## src/rtl/cicero_job_scheduler_pkg.sv

```systemverilog
// Shared definitions for the CICERO job scheduler: register width, engine
// command/status encodings and the scheduler state type.
package cicero_job_scheduler_pkg;

    localparam int REG_WIDTH = 32;

    localparam logic [REG_WIDTH-1:0] CMD_NOP                = 32'd0;
    localparam logic [REG_WIDTH-1:0] CMD_START              = 32'd3;
    localparam logic [REG_WIDTH-1:0] CMD_READ_ELAPSED_CLOCK = 32'd5;

    localparam logic [REG_WIDTH-1:0] STATUS_IDLE     = 32'd0;
    localparam logic [REG_WIDTH-1:0] STATUS_RUNNING  = 32'd1;
    localparam logic [REG_WIDTH-1:0] STATUS_ACCEPTED = 32'd2;
    localparam logic [REG_WIDTH-1:0] STATUS_REJECTED = 32'd3;
    localparam logic [REG_WIDTH-1:0] STATUS_ERROR    = 32'd4;

    typedef enum logic [2:0] {
        IDLE,
        SETUP,
        START,
        WAIT,
        READCC,
        CAPTURE,
        RESULT
    } sched_state_t;

endpackage

```

## src/rtl/cicero_job_scheduler_job_fifo.sv

```systemverilog
// Synchronous job FIFO with registered full/empty flags. Simultaneous push and
// pop are allowed even when full, since the pop frees the slot being written.
module job_fifo #(
    parameter int WIDTH = 64,
    parameter int DEPTH = 4
) (
    input  logic             clk,
    input  logic             rst,
    input  logic             push,
    input  logic [WIDTH-1:0] din,
    input  logic             pop,
    output logic [WIDTH-1:0] dout,
    output logic             full,
    output logic             empty
);

    localparam int AW = $clog2(DEPTH);

    logic [WIDTH-1:0] mem [DEPTH];
    logic [AW-1:0]    wr_ptr;
    logic [AW-1:0]    rd_ptr;
    logic [AW:0]      count;
    logic [AW:0]      count_nxt;
    logic             do_push;
    logic             do_pop;

    assign do_pop  = pop && !empty;
    assign do_push = push && (!full || do_pop);
    assign dout    = mem[rd_ptr];

    // Occupancy after this cycle's push/pop
    always_comb begin
        count_nxt = count;
        if (do_push && !do_pop) begin
            count_nxt = count + (AW+1)'(1);
        end else if (do_pop && !do_push) begin
            count_nxt = count - (AW+1)'(1);
        end
    end

    // Pointers, occupancy and flags
    always_ff @(posedge clk) begin
        if (rst) begin
            wr_ptr <= '0;
            rd_ptr <= '0;
            count  <= '0;
            full   <= 1'b0;
            empty  <= 1'b1;
        end else begin
            if (do_push) wr_ptr <= wr_ptr + AW'(1);
            if (do_pop)  rd_ptr <= rd_ptr + AW'(1);
            count <= count_nxt;
            full  <= (count_nxt == (AW+1)'(DEPTH));
            empty <= (count_nxt == '0);
        end
    end

    // Storage write port; contents need no reset
    always_ff @(posedge clk) begin
        if (do_push) mem[wr_ptr] <= din;
    end

endmodule

```

## src/rtl/cicero_job_scheduler.sv

```systemverilog
// CICERO job scheduler: queues (start,end) pointer jobs and drives the engine
// register interface for each one, producing one result record per job.
// Optional watchdog on the WAIT state is enabled with `define SCHED_TIMEOUT_EN.
//
//  state   | meaning
//  IDLE    | waiting for a queued job; pops it and latches pointers
//  SETUP   | pointers stable for one cycle before the start command
//  START   | CMD_START held until engine reports RUNNING (bounded by START_WAIT)
//  WAIT    | engine running; waits for ACCEPTED/REJECTED
//  READCC  | CMD_READ_ELAPSED_CLOCK issued for one cycle
//  CAPTURE | elapsed cycle count sampled from data_o_register
//  RESULT  | result record presented until res_ready
module cicero_job_scheduler
    import cicero_job_scheduler_pkg::*;
#(
    parameter int JOB_DEPTH  = 4,
    parameter int START_WAIT = 8
`ifdef SCHED_TIMEOUT_EN
    , parameter int TIMEOUT_CYCLES = 65535
`endif
) (
    input  logic                 clk,
    input  logic                 rst,
    input  logic                 job_valid,
    output logic                 job_ready,
    input  logic [REG_WIDTH-1:0] job_start_ptr,
    input  logic [REG_WIDTH-1:0] job_end_ptr,
    output logic                 res_valid,
    input  logic                 res_ready,
    output logic                 res_accept,
    output logic                 res_error,
    output logic [REG_WIDTH-1:0] res_cc,
    output logic                 busy,
    output logic [15:0]          jobs_done,
    output logic [REG_WIDTH-1:0] start_cc_pointer_register,
    output logic [REG_WIDTH-1:0] end_cc_pointer_register,
    output logic [REG_WIDTH-1:0] cmd_register,
    input  logic [REG_WIDTH-1:0] status_register,
    input  logic [REG_WIDTH-1:0] data_o_register
);

    localparam int SW_W = $clog2(START_WAIT + 1);

    sched_state_t           state, state_next;
    logic [REG_WIDTH-1:0]   cmd_next;
    logic [SW_W-1:0]        start_timer;
    logic                   fifo_pop;
    logic                   fifo_full;
    logic                   fifo_empty;
    logic [2*REG_WIDTH-1:0] fifo_dout;
    logic                   err_next;
`ifdef SCHED_TIMEOUT_EN
    logic [31:0]            wd_timer;
`endif

    job_fifo #(
        .WIDTH (2*REG_WIDTH),
        .DEPTH (JOB_DEPTH)
    ) u_job_fifo (
        .clk   (clk),
        .rst   (rst),
        .push  (job_valid && !fifo_full),
        .din   ({job_start_ptr, job_end_ptr}),
        .pop   (fifo_pop),
        .dout  (fifo_dout),
        .full  (fifo_full),
        .empty (fifo_empty)
    );

    assign job_ready = !fifo_full;
    assign busy      = (state != IDLE) || !fifo_empty;
    assign res_valid = (state == RESULT);

    // Next state; the command register follows the state being entered
    always_comb begin
        state_next = state;
        fifo_pop   = 1'b0;
        err_next   = 1'b0;
        case (state)
            IDLE: begin
                if (!fifo_empty) begin
                    fifo_pop   = 1'b1;
                    state_next = SETUP;
                end
            end
            SETUP: state_next = START;
            START: begin
                if (status_register == STATUS_RUNNING) begin
                    state_next = WAIT;
                end else if (start_timer == '0) begin
                    err_next   = 1'b1;
                    state_next = RESULT;
                end
            end
            WAIT: begin
                if (status_register == STATUS_RUNNING) begin
`ifdef SCHED_TIMEOUT_EN
                    if (wd_timer == '0) begin
                        err_next   = 1'b1;
                        state_next = RESULT;
                    end
`endif
                end else if (status_register == STATUS_ACCEPTED ||
                             status_register == STATUS_REJECTED) begin
                    state_next = READCC;
                end else begin
                    err_next   = 1'b1;
                    state_next = RESULT;
                end
            end
            READCC:  state_next = CAPTURE;
            CAPTURE: state_next = RESULT;
            RESULT:  if (res_ready) state_next = IDLE;
            default: state_next = IDLE;
        endcase

        case (state_next)
            START:   cmd_next = CMD_START;
            READCC:  cmd_next = CMD_READ_ELAPSED_CLOCK;
            default: cmd_next = CMD_NOP;
        endcase
    end

    // State, engine registers, result record and start timeout
    always_ff @(posedge clk) begin
        if (rst) begin
            state                     <= IDLE;
            cmd_register              <= CMD_NOP;
            start_cc_pointer_register <= '0;
            end_cc_pointer_register   <= '0;
            res_accept                <= 1'b0;
            res_error                 <= 1'b0;
            res_cc                    <= '0;
            jobs_done                 <= '0;
            start_timer               <= '0;
        end else begin
            state        <= state_next;
            cmd_register <= cmd_next;

            if (fifo_pop) begin
                start_cc_pointer_register <= fifo_dout[2*REG_WIDTH-1:REG_WIDTH];
                end_cc_pointer_register   <= fifo_dout[REG_WIDTH-1:0];
                res_accept                <= 1'b0;
                res_error                 <= 1'b0;
                res_cc                    <= '0;
            end

            if (state == SETUP) begin
                start_timer <= SW_W'(START_WAIT - 1);
            end else if (state == START && start_timer != '0) begin
                start_timer <= start_timer - SW_W'(1);
            end

            if (state == WAIT && state_next == READCC) begin
                res_accept <= (status_register == STATUS_ACCEPTED);
            end
            if (state == CAPTURE) begin
                res_cc <= data_o_register;
            end
            if (err_next) begin
                res_error  <= 1'b1;
                res_accept <= 1'b0;
                res_cc     <= '0;
            end

            if (state == RESULT && res_ready) begin
                jobs_done <= jobs_done + 16'd1;
            end
        end
    end

`ifdef SCHED_TIMEOUT_EN
    // Watchdog down-counter for the WAIT state; error at terminal count
    always_ff @(posedge clk) begin
        if (rst) begin
            wd_timer <= '0;
        end else if (state == SETUP) begin
            wd_timer <= 32'(TIMEOUT_CYCLES - 1);
        end else if (state == WAIT && wd_timer != '0) begin
            wd_timer <= wd_timer - 32'd1;
        end
    end
`endif

endmodule
```

## config.mk

```make
export PLATFORM = sky130hd
export DESIGN_NAME = cicero_job_scheduler
export DESIGN_NICKNAME = d
export VERILOG_FILES = /design/src/rtl/cicero_job_scheduler_pkg.sv /design/src/rtl/cicero_job_scheduler_job_fifo.sv /design/src/rtl/cicero_job_scheduler.sv
export SDC_FILE = /design/constraint.sdc
export NUM_CORES = 1
export LEC_CHECK = 0
export BUFFER_PORTS_ARGS = -buffer_cell sky130_fd_sc_hd__buf_4
export CAP_MARGIN = 40
export CELL_PAD_IN_SITES_DETAIL_PLACEMENT = 2
export CELL_PAD_IN_SITES_GLOBAL_PLACEMENT = 2
export CORE_MARGIN = 1
export CORE_UTILIZATION = 34
export DETAILED_ROUTE_END_ITERATION = 10
export PLACE_DENSITY = 0.83
export SLEW_MARGIN = 5
export SYNTH_ARGS = -nofsm -noshare
export SYNTH_HDL_FRONTEND = slang
export SYNTH_HIERARCHICAL = 1
export SYNTH_SLANG_ARGS = --single-unit
```

## constraint.sdc

```tcl
create_clock -name clk -period 3.6 [get_ports clk]
set_clock_uncertainty 0.05 [all_clocks]
set_input_delay 0.36 -clock clk [delete_from_list [all_inputs] [get_ports clk]]
set_output_delay 0.36 -clock clk [all_outputs]
set_load 0.01 [all_outputs]
```

# [Word level (Yosys, flattened, before mapping)]
# Memories as Yosys holds them, arrays and structs flattened. A register that Yosys moved wholly into a read port is not among the register bits.
# Cells that the tools add are included.
[totals] reg_bits=98 mem_bits_rw=256 input_bits=132 out_inout_bits=149 elab_cells=84 n_memories=1
[mem_list] name="u_job_fifo.mem" depth=4 width=64 rd=1 rd_clocked_by_memory_dff=1 write_ports=1 line_no="cicero_job_scheduler_job_fifo.sv:19" text="logic [WIDTH-1:0] mem [DEPTH];"
[op_classes] addsub=6 eq_ne=12 n_mux=26 reduce_logical=26
[ops] operator="$eq A32 B2 Y1 const B" n=2
[ops] operator="$mux W32" n=2
[ops] operator="$eq A32 B1 Y1 const B" n=1
[ops] operator="$mux W3" n=9
[ops] operator="$pmux W3 S7" n=1
[ops] operator="$add A16 B1 Y16 const B" n=1
[ops] operator="$eq A3 B3 Y1 const B" n=5
[ops] operator="$mux W1" n=11
[ops] operator="$eq A3 B2 Y1 const B" n=3
[ops] operator="$logic_and A1 B1 Y1" n=8
[ops] operator="$reduce_bool A2 Y1" n=4
[ops] operator="$logic_not A3 Y1" n=2
[ops] operator="$pmux W3 S2" n=1
[ops] operator="$add A2 B1 Y2 const B" n=2
[ops] operator="$logic_not A1 Y1" n=4
[ops] operator="$logic_not A4 Y1" n=1
[ops] operator="$reduce_bool A4 Y1" n=1
[ops] operator="$reduce_or A2 Y1" n=2
[ops] operator="$sub A4 B1 Y4 const B" n=1
[ops] operator="$add A3 B1 Y3 const B" n=1
[ops] operator="$eq A3 B1 Y1 const B" n=1
[ops] operator="$logic_or A1 B1 Y1" n=3
[ops] operator="$reduce_bool A3 Y1" n=1
[ops] operator="$sub A3 B1 Y3 const B" n=1
[ops] operator="2 further kinds" n=2

# [Longest topological paths before layout]
# Gate-level depths: netlist (run 1).
[logic_depth] depth_word=10 depth_mapped=11

# [Cells and area by module]
# Netlist (run 1), hierarchy kept.
[modules_own_cells] mod="job_fifo" instances=1 cells_each=391 area_per_inst_um2=9783.1 seq_area_each_um2=7907.6
[modules_own_cells] mod="cicero_job_scheduler" instances=1 cells_each=622 area_per_inst_um2=5003.5 seq_area_each_um2=2482.4

# [Worst setup path before layout (run 1)]
# No wires, ideal clock.
[synth_timing] path_type="register to register" startpoint="register state[1]" endpoint="memory u_job_fifo.mem[0][0], enable pin" setup_ps=429 arrival_time_ps=3291 t_required_ps=3121 setup_slack_ps=-170 stages_incl_launch_ff=11 path_cell_list="dfxtp_1 > buf_2 > nor3_1 > nand2b_1 > buf_2 > inv_2 > clkbuf_1 > nor2b_1 > buf_6 > o21a_1 > and2_1"
[synth_via] elab_chain_len=7
[synth_rtl] element="from (decl)" line_no="cicero_job_scheduler.sv:44" text="sched_state_t state, state_next;"
[synth_rtl] element="from (signal assigned)" line_no="cicero_job_scheduler.sv:137" text="state <= state_next;"
[synth_rtl] element="$logic_not A3 Y1" line_no="cicero_job_scheduler.sv:79" text="case (state)"
[synth_rtl] element="$mux W1" line_no="cicero_job_scheduler.sv:79"
[synth_rtl] element="net fifo_pop" line_no="cicero_job_scheduler.sv:47" text="logic fifo_pop;"
[synth_rtl] element="$logic_and A1 B1 Y1" line_no="cicero_job_scheduler_job_fifo.sv:27" text="assign do_pop = pop && !empty;"
[synth_rtl] element="$logic_or A1 B1 Y1" line_no="cicero_job_scheduler_job_fifo.sv:28" text="assign do_push = push && (!full || do_pop);"
[synth_rtl] element="$logic_and A1 B1 Y1" line_no="cicero_job_scheduler_job_fifo.sv:28"
[synth_rtl] element="$mux W1" line_no="cicero_job_scheduler_job_fifo.sv:60" text="if (do_push) mem[wr_ptr] <= din;"
[synth_rtl] element="$mux W1 (implied by the code)" line_no="cicero_job_scheduler_job_fifo.sv:60"
[synth_rtl] element="to (decl)" line_no="cicero_job_scheduler_job_fifo.sv:19"
# The timed path passes the listed nets, and every way through them passes these cells.

# [Final worst setup path (run 1)]
[layout_timing] startpoint="register state[1]" endpoint="memory u_job_fifo.mem[1][38], enable pin"
[layout_via] elab_chain_len=7
[layout_rtl] element="$logic_not A3 Y1" line_no="cicero_job_scheduler.sv:79"
[layout_rtl] element="$mux W1" line_no="cicero_job_scheduler.sv:79"
[layout_rtl] element="$logic_and A1 B1 Y1" line_no="cicero_job_scheduler_job_fifo.sv:27"
[layout_rtl] element="$logic_or A1 B1 Y1" line_no="cicero_job_scheduler_job_fifo.sv:28"
[layout_rtl] element="$logic_and A1 B1 Y1" line_no="cicero_job_scheduler_job_fifo.sv:28"
[layout_rtl] element="$mux W1" line_no="cicero_job_scheduler_job_fifo.sv:60"
[layout_rtl] element="$mux W1 (implied by the code)" line_no="cicero_job_scheduler_job_fifo.sv:60"
# Every way passes these cells.

==> metrics.md, run 1 <==
| Metric | Value |
|---|---|
| Utilization after layout | `0.457` |
| Final hold violations | `0` |
| Sw frac | `0.295` |
| Cell Area, Synth | `between 0.01 and 0.015 mm^2` |
| Total grt overflow | `0` |
| RSZ-0062 raised after global routing | `no` |
| First-pass DRT Iterations | `6` |
| Synth top area cells | `edfxtp_1, dfxtp_1, mux4_2` |
| Via Count | `9,530` |
| Post-synth top area share | `0.520` |
| YS warnings | `6` |
| WL final | `~43,000 um` |
| Final setup fails | `0` |
| Setup ws final | `between 0.6 and 0.7 ns` |
| Max VDD drop | `roughly 0.47 mV` |
| Syn Inst Count | `roughly 1.0k` |
| Leak pwr | `around 7.1 nW` |
| WP data required | `between 3 and 4 ns` |
| Reg2reg start | `state[1]` |
| Seq pwr share | `0.436` |
| Initial drt markers | `between 400 and 500` |
| # DRC | `0` |
| Chip width | `211 um` |
| Final RePlAce weighted congestion | `between 0.7 and 0.8` |
| Crit Path Max Fanout | `35` |
| HP Class | `in2reg` |
| Final Cycle Share | `0.817` |
| Mean Syn Cell Area | `between 10 and 15 um^2` |
| Slew HR | `0.436` |
| Crit end category | `flop` |
| PortBufs | `between 200 and 300` |
| WL/cell | `about 22 um` |
| Largest net degree at the start of global routing | `66` |
| First-pass GRT wire length | `between 60,000 and 70,000 um` |
| Top-count cell post-synth | `edfxtp_1` |
| Worst-skew pair later-pin latency | `a little under 0.6 ns` |
| Final #Nets | `~1.5k` |
| Chip height | `211 um` |
| NetSw | `3.94 mW` |
| Startpoint types | `flop` |
| Fraction of registers with async set/reset | `0` |
| Area of the multi-input gates | `slightly below 0.004 mm^2` |
| Clock sink count | `about 390` |
| Power per cell area | `679 mW/mm^2` |
| Design internal power | `around 9.4 mW` |
| Hold path endpoint | `res_cc[15]` |
| Post-route ant nets | `0` |
| Actual slew at the worst max-slew pin | `between 0.8 and 0.9 ns` |
| Reg2Reg Depth | `8` |
| CTS buffer count | `44` |
| Max clock buf depth | `3` |
| Clock transition at path regs | `around 0.06 ns` |
| Initial antenna violation count | `2` |
| WHS Path Cells | `3` |
| Ys flop type | `edfxtp_1` |
| Avg Vias per Cell | `4.81` |
| Crit Reg-Reg Endpoint | `u_job_fifo/mem[1][38]` |
| Initial Utilization | `0.344` |
| IO Pins | `around 280` |
| Outcome | `finished clean` |
| GRT Total Usage | `0.198` |
| # resized after CTS | `0` |
| CTS tree | `yes` |
| EDFF count, synth | `256` |
| Setup tns final | `0 ns` |
| Register area share after synthesis | `0.703` |
| Logic gate share of total power | `0.221` |
| Maxcap violations | `0` |
| Vias in the first global route | `10.7k` |
| Maximum clock rate | `340 MHz` |
| Core area | `between 0.04 and 0.05 mm^2` |
| Crit path launch | `state[1]` |
| Hold path startpoint | `data_o_register[15]` |
| Row count | `76` |
| Synth cell count leaders | `edfxtp_1, nand2_1, dfxtp_1, a21oi_1, mux4_2` |
| DP Worst Slack | `~0.6 ns` |
| Critical path class | `reg2reg` |
| Register Area | `between 0.01 and 0.015 mm^2` |
| CTS root buffer | `clkbuf_16` |
| Share of total power in the clock network | `0.343` |
| H-tree levels | `2` |
| Distinct cells, synth | `50` |
| Share of cells above drive strength 1 | `0.299` |
| Fin crit period | `2.94 ns` |
| FF-to-FF setup slack | `0.66 ns` |
| Hpwl dp | `approximately 27,000 um` |
| Filler instances | `between 4k and 5k` |
| Area leader, netlist | `edfxtp_1` |
| Area added between synthesis and finish | `32.8%` |
| Die Footprint | `approximately 0.044 mm^2` |
| Fin. max-slew vios | `0` |
| Crit path arrival time | `3.16 ns` |
| FF+latch count, synth | `~390` |
==> per-layer routing <==
layer | track usage | vias up | routed length, um
li1 | - | 4350 | -
met1 | 0.236 | 4833 | 17400
met2 | 0.359 | 270 | 22600
met3 | 0.0377 | 75 | 2210
met4 | 0.0635 | 2 | 1080
met5 | 0 | - | 13
==> logic make-up after synthesis <==
| family | after synthesis | synth area share |
|---|---|---|
| buffers and inverters | 105 | 0.0394 |
| multiplexers | 71 | 0.103 |
| other | 1 | 0.000254 |
| XOR/XNOR | 23 | 0.0136 |
| AO/OA/AOI/OAI | 122 | 0.0467 |
| AND/OR/NAND/NOR | 292 | 0.0879 |
| flip-flops | 391 | 0.703 |
| adder cells (fa/ha/maj) | 8 | 0.00677 |
==> timing repair <==
item,CTS,global route
setup buffers,0,0
hold buffers,91,0
hold endpoints to repair,283,0
==> worst max-delay path, stage by stage, from the launching register on <==
cell and delay (ns):
dfxtp_1 0.41, nor3_1 0.46, nand2b_4 0.09, inv_2 0.07, nor2b_1 0.14, buf_4 0.18
o21a_1 0.27, and2_4 0.64, buf_4 0.32
==> flip-flops by register name (all words and copies together) (netlist names), 4 cells and up, named ones only <==
name	flops
res_cc	32
jobs_done	16
u_job_fifo/mem	256
end_cc_pointer_register	32
start_timer	4
start_cc_pointer_register	32
==> per-stage QoR <==
step           area (um^2)  total power, mW  cells  hold slack (ns)
2_1_floorplan        14900             7.53   1041            0.409
3_3_place_gp         17200             8.63   1805            0.396
3_5_place_dp         17300             8.82   1808            0.402
4_1_cts              19600             13.5   1981           0.0244
5_1_grt              19600             14.0   1982           0.0372
6_report             19600             13.3   1982           0.0597
==> placed cells by master, fill, tap and decap left out, drive strengths merged, types with 2 or more instances in the layout <==
master / count
nand3: 39
a31oi: 3
clkinv: 20
nand2: 175
nor2b: 5
buf: 271
xor2: 13
xnor2: 10
and4: 3
nor3b: 4
nor2: 30
inv: 18
conb: 29
mux2i: 5
nand2b: 2
dfxtp: 135
edfxtp: 256
o21ai: 4
bufinv: 5
clkbuf: 55
o31ai: 3
mux4: 64
a211oi: 2
dlygate4sd3: 91
nor4: 9
ha: 8
and2: 8
nand4: 7
and3: 2
mux2: 2
a21oi: 102
nor3: 4
==> how the worst max path moves through the flow <==
stage                     depth (start not counted)  slack, ns                     to
after floorplan                                  10       0.53   u_job_fifo/mem[0][0]
after global placement                            8       0.76  u_job_fifo/mem[1][38]
after detailed placement                          8       0.61  u_job_fifo/mem[1][38]
after CTS                                         8       0.58  u_job_fifo/mem[1][38]
after global routing                              8       0.42  u_job_fifo/mem[1][38]
final                                             8       0.66  u_job_fifo/mem[1][38]
==> power by group through the flow <==
stage                     combinational, mW  sequential, mW  clock (mW)
after floorplan                        1.72            5.81           0
after detailed placement               2.91            5.91           0
after global placement                 2.76            5.86           0
final                                  2.95            5.81        4.57
after CTS                              3.01            5.82        4.71
after global routing                   3.25            5.88        4.87
==> layout make-up <==
cell class,count,share of cell area
sequential,391,0.530
multi-input combinational,545,0.200
timing repair buffer,362,0.155
clock buffer,55,0.0603
tap,585,0.0373
clock inverter,27,0.0142
inverter,16,0.00306
antenna,1,0.000127
Power figures use the tool's default switching activity.
==> run 2: changes to the inputs <==
==> constraint.sdc (replaced) <==
create_clock -name clk -period 2.55 [get_ports clk]
set_clock_uncertainty 0.05 [all_clocks]
set_input_delay 0.255 -clock clk [delete_from_list [all_inputs] [get_ports clk]]
set_output_delay 0.255 -clock clk [all_outputs]
set_load 0.01 [all_outputs]
==> run 2 against run 1 <==
Against the previous run: wire length is 5.1% higher; critical path type unchanged; first-iteration DRC count is 19% lower; critical endpoint is now end_cc_pointer_register[23]; via count is 1.5% higher.
==> metrics.md, run 2 (synthesis gave the netlist of run 1 again) <==
| Metric | Value |
|---|---|
| Final #Nets | `around 1.5k` |
| Worst-skew pair later-pin latency | `between 0.5 and 0.6 ns` |
| Most common cell after layout, fill and taps aside | `buf_4` |
| Final RePlAce weighted congestion | `0.756` |
| Chip width | `~210 um` |
| Initial Utilization | `0.344` |
| Maxcap violations | `0` |
| Max VDD drop | `around 0.66 mV` |
| Max clock buf depth | `3` |
| FF-to-FF setup slack | `approximately 0.21 ns` |
| WL final | `~46,000 um` |
| Startpoint types | `flop` |
| M1 WL | `around 17,000 um` |
| Via Count | `9,677` |
| Outcome | `finished clean` |
| CTS root buffer | `clkbuf_16` |
| Die Footprint | `around 0.044 mm^2` |
| First-pass DRT Iterations | `4` |
| GRT Total Usage | `0.206` |
| PortBufs | `around 250` |
| Critical path class | `reg2reg` |
| Final setup fails | `0` |
| Initial antenna violation count | `3` |
| Core area | `between 0.04 and 0.05 mm^2` |
| Actual slew at the worst max-slew pin | `~0.56 ns` |
| Crit path arrival time | `about 2.8 ns` |
| Share of cells above drive strength 1 | `0.305` |
| Vias in the first global route | `roughly 11k` |
| Initial drt markers | `roughly 340` |
| Max Used Layer | `met5` |
| Largest register FFs | `~260` |
| Fin crit period | `~2.3 ns` |
| RSZ-0062 raised after global routing | `no` |
| Power per cell area | `between 900 and 1000 mW/mm^2` |
| Fin. max-slew vios | `0` |
| Hpwl dp | `~28,000 um` |
| # DRC | `0` |
| Met3 WL | `2600 um` |
| IO Pins | `about 280` |
| CTS buffer count | `43` |
| Crit end category | `flop` |
| Leak pwr | `between 7 and 8 nW` |
| Filler instances | `4,108` |
| Setup tns final | `0 ns` |
| Final hold violations | `0` |
| Area of the multi-input gates | `0.00394 mm^2` |
| Biggest register | `u_job_fifo/mem` |
| Met2 wire length | `between 20,000 and 25,000 um` |
| Clock sink count | `slightly below 400` |
| Slew HR | `0.629` |
| Post-route ant nets | `0` |
| Area added between synthesis and finish | `33.2%` |
| Final Cycle Share | `0.918` |
| First-pass GRT wire length | `68,300 um` |
| Most frequent cells in the layout | `buf_4, edfxtp_1, nand2_1` |
| Maximum clock rate | `427 MHz` |
| Chip height | `approximately 210 um` |
| WP data required | `2.96 ns` |
| HP Class | `in2reg` |
| Clock transition at path regs | `0.06 ns` |
| Postcts setup bufs | `0` |
| Total grt overflow | `0` |
| Avg Vias per Cell | `4.84` |
| CTS tree | `yes` |
| Register Area | `roughly 0.010 mm^2` |
| Row count | `76` |
| Crit Path Max Fanout | `between 60 and 70` |
| Tot Pwr | `between 15 and 20 mW` |
| WL/cell | `approximately 23 um` |
| Largest net degree at the start of global routing | `a little over 60` |
| H-tree levels | `2` |
## run 2: layout make-up
| type | count | share of cell area |
|---|---|---|
| clock buffers | 54 | 0.0572 |
| repair buffers | 382 | 0.165 |
| clock inverters | 24 | 0.00915 |
| inverters | 16 | 0.00305 |
| diodes | 2 | 0.000254 |
| multi-input cells | 545 | 0.200 |
| flip-flops and latches | 391 | 0.528 |
| well taps | 585 | 0.0372 |
## run 2: power by group
group | internal, mW | switching [mW]
clock | 3.34 | 2.54
sequential | 7.63 | 0.487
combinational | 1.91 | 2.57
## run 2: critical path, cell delays in order, from the launching register on
cell and delay, ns:
dfxtp_1 0.53, nor3_2 0.12, nand2b_4 0.09, buf_6 0.42, buf_4 0.56, nand2_1 0.15, a21oi_1 0.27
## run 2: final timing paths
path | start | end | cells past startpoint
setup reg to reg | state[0] | end_cc_pointer_register[23] | 6
setup / recovery | state[0] | end_cc_pointer_register[23] | 6
hold reg to reg | start_cc_pointer_register[24] | start_cc_pointer_register[24] | 2
hold / removal | rst | jobs_done[2] | 2
## run 2: timing repair
item | 4_1_cts | 5_1_grt
setup endpoints to repair | 1 | 0
resized for setup | 1 | 0
hold buffers | 96 | 0
hold endpoints to repair | 288 | 0
## run 2: per-layer routing
metal / GRT usage / vias up
met2: 0.388 / 280
met5: 0 / -
li1: - / 4393
met4: 0.0692 / 2
met1: 0.227 / 4929
met3: 0.0447 / 73
## run 2: stage by stage
stage | utilization | hold slack, ns | cells | instance area (um^2) | setup slack [ns]
floorplan | - | 0.304 | 1041 | 14900 | 0.0167
global placement | 0.405 | 0.394 | 1823 | 17400 | 0.257
detailed placement | 0.405 | 0.402 | 1823 | 17400 | 0.0932
CTS | 0.458 | 0.0251 | 1997 | 19700 | 0.161
global route | 0.458 | 0.0414 | 1999 | 19700 | 0.0387
finish | 0.458 | 0.0531 | 1999 | 19700 | 0.210
==> run 3: changes to the inputs <==
--- a/config.mk
+++ b/config.mk
@@ -9,7 +9,7 @@
 export CAP_MARGIN = 40
 export CELL_PAD_IN_SITES_DETAIL_PLACEMENT = 2
 export CELL_PAD_IN_SITES_GLOBAL_PLACEMENT = 2
-export CORE_MARGIN = 1
+export CORE_MARGIN = 1.5
 export CORE_UTILIZATION = 34
 export DETAILED_ROUTE_END_ITERATION = 10
 export PLACE_DENSITY = 0.83
==> run 3 against run 2 <==
Against the previous run: critical path depth is 1 lower; first-iteration DRC count is 23% higher; worst hold slack worse by 0.017 ns; sequential cell count stayed put; core utilization is 0.31 points higher; register-to-register slack better by 0.03 ns; non-clock buffer count is 8 lower; sequential power is 0.7% lower; highest routed layer unchanged; clock power is 9.7% higher; global-route usage is 0.57 points lower.
==> metrics.md, run 3 (synthesis gave the netlist of run 1 again) <==
| Metric | Value |
|---|---|
| Via Count | `between 9k and 10k` |
| Final hold violations | `0` |
| Final #Nets | `approximately 1.5k` |
| GRT Total Usage | `0.200` |
| IO Pins | `281` |
| Initial Utilization | `0.344` |
| WP data required | `3.01 ns` |
| Setup tns final | `0 ns` |
| First-pass GRT wire length | `66,600 um` |
| Biggest register | `u_job_fifo/mem` |
| Fin crit period | `approximately 2.3 ns` |
| Avg Vias per Cell | `slightly below 5` |
| Initial drt markers | `414` |
| Core area | `0.0430 mm^2` |
| HP Class | `in2reg` |
| Leak pwr | `7.11 nW` |
| Slew HR | `0.545` |
| H-tree levels | `2` |
| Final instance area | `slightly below 0.02 mm^2` |
| Postcts setup bufs | `0` |
| CTS buffer count | `44` |
| CTS tree | `yes` |
| Largest net degree at the start of global routing | `69` |
| Placed cell areas | `between 0.015 and 0.02 mm^2` |
| WL final | `roughly 45,000 um` |
| Clock transition at path regs | `~0.06 ns` |
| Slowest stage cell, crit path | `buf_4` |
| Power per cell area | `958 mW/mm^2` |
| Final Cycle Share | `0.908` |
| Share of cells above drive strength 1 | `0.303` |
| Most common cell after layout, fill and taps aside | `buf_4` |
| Chip width | `between 200 and 250 um` |
| First-pass DRT Iterations | `5` |
| Chip height | `about 210 um` |
| FF-to-FF setup slack | `about 0.24 ns` |
| Actual slew at the worst max-slew pin | `0.683 ns` |
| Max VDD drop | `about 0.63 mV` |
| Die Footprint | `0.0448 mm^2` |
| Final RePlAce weighted congestion | `about 0.7` |
| Largest register FFs | `roughly 260` |
| Crit Path Max Fanout | `50` |
| Final setup fails | `0` |
| Utilization after layout | `0.461` |
| Worst-skew pair later-pin latency | `about 0.6 ns` |
| RSZ-0062 raised after global routing | `no` |
| Max clock buf depth | `3` |
| Most frequent cells in the layout | `buf_4, edfxtp_1, nand2_1` |
| Maximum clock rate | `432 MHz` |
| CTS root buffer | `clkbuf_16` |
| Critical path's top delay family | `buffers and inverters` |
| Clock sink count | `between 300 and 400` |
| WP buf/inv | `2` |
| Outcome | `finished clean` |
| Crit end category | `flop` |
| Initial antenna violation count | `8` |
| Hpwl dp | `26,300 um` |
| WL/cell | `approximately 22 um` |
| Crit path largest cell delay | `0.68 ns` |
| Critical-path cell list | `nand2b_4 > buf_4 > buf_4 > nand2_1 > a21oi_1` |
| Vias in the first global route | `between 10k and 15k` |
| Crit path arrival time | `roughly 2.8 ns` |
| Total grt overflow | `0` |
| PortBufs | `between 200 and 300` |
| Startpoint types | `flop` |
| Row count | `76` |
| Post-route ant nets | `0` |
| Critical path class | `reg2reg` |
| Maxcap violations | `0` |
| Most used cell, CP | `buf_4` |
| # DRC | `0` |
| Fin. max-slew vios | `0` |
| Area added between synthesis and finish | `34.1%` |
==> run 3: stage by stage <==
stage                     std cells  total power [mW]  setup WS, ns  hold slack (ns)
final                          2001              19.0         0.235           0.0364
after global routing           2001              19.9         0.103           0.0241
after CTS                      1993              19.3         0.182          0.00635
after detailed placement       1815              12.6         0.199            0.403
after global placement         1814              12.3         0.304            0.393
after floorplan                1041              10.6        0.0167            0.304
==> run 3: cell type report <==
| class | count | area, um^2 |
|---|---|---|
| multi-input combinational | 545 | 3940 |
| clock inverter | 20 | 263 |
| inverter | 16 | 60.1 |
| antenna | 8 | 20.0 |
| sequential | 391 | 10400 |
| fill | 4135 | 23200 |
| clock buffer | 62 | 1210 |
| tap | 585 | 732 |
| timing repair buffer | 374 | 3210 |
==> run 3: final timing paths <==
kind | from | end | cells after the start
min | rst | jobs_done[6] | 2
max reg2reg | u_job_fifo/empty | end_cc_pointer_register[25] | 5
max | u_job_fifo/empty | end_cc_pointer_register[25] | 5
min reg2reg | start_cc_pointer_register[25] | start_cc_pointer_register[25] | 2
==> run 3: where the power goes <==
| part | internal, mW | switching (mW) | leakage, nW |
|---|---|---|---|
| registers | 7.63 | 0.431 | 3.45 |
| clock network | 3.75 | 2.69 | 0.704 |
| logic | 1.92 | 2.58 | 2.96 |
==> run 3: timing repair <==
action / in CTS / in global routing
endpoints found under the setup margin: 0 / 0
hold buffers: 96 / 0
resized for setup: 0 / 0
hold endpoints to repair: 288 / 0
==> run 3: routing by layer <==
| layer | up-vias | GRT usage | part of all wire |
|---|---|---|---|
| met5 | - | 0 | 0.00029 |
| met2 | 313 | 0.367 | 0.53 |
| met3 | 84 | 0.0430 | 0.058 |
| met4 | 2 | 0.0800 | 0.030 |
| li1 | 4391 | - | - |
| met1 | 4936 | 0.226 | 0.39 |
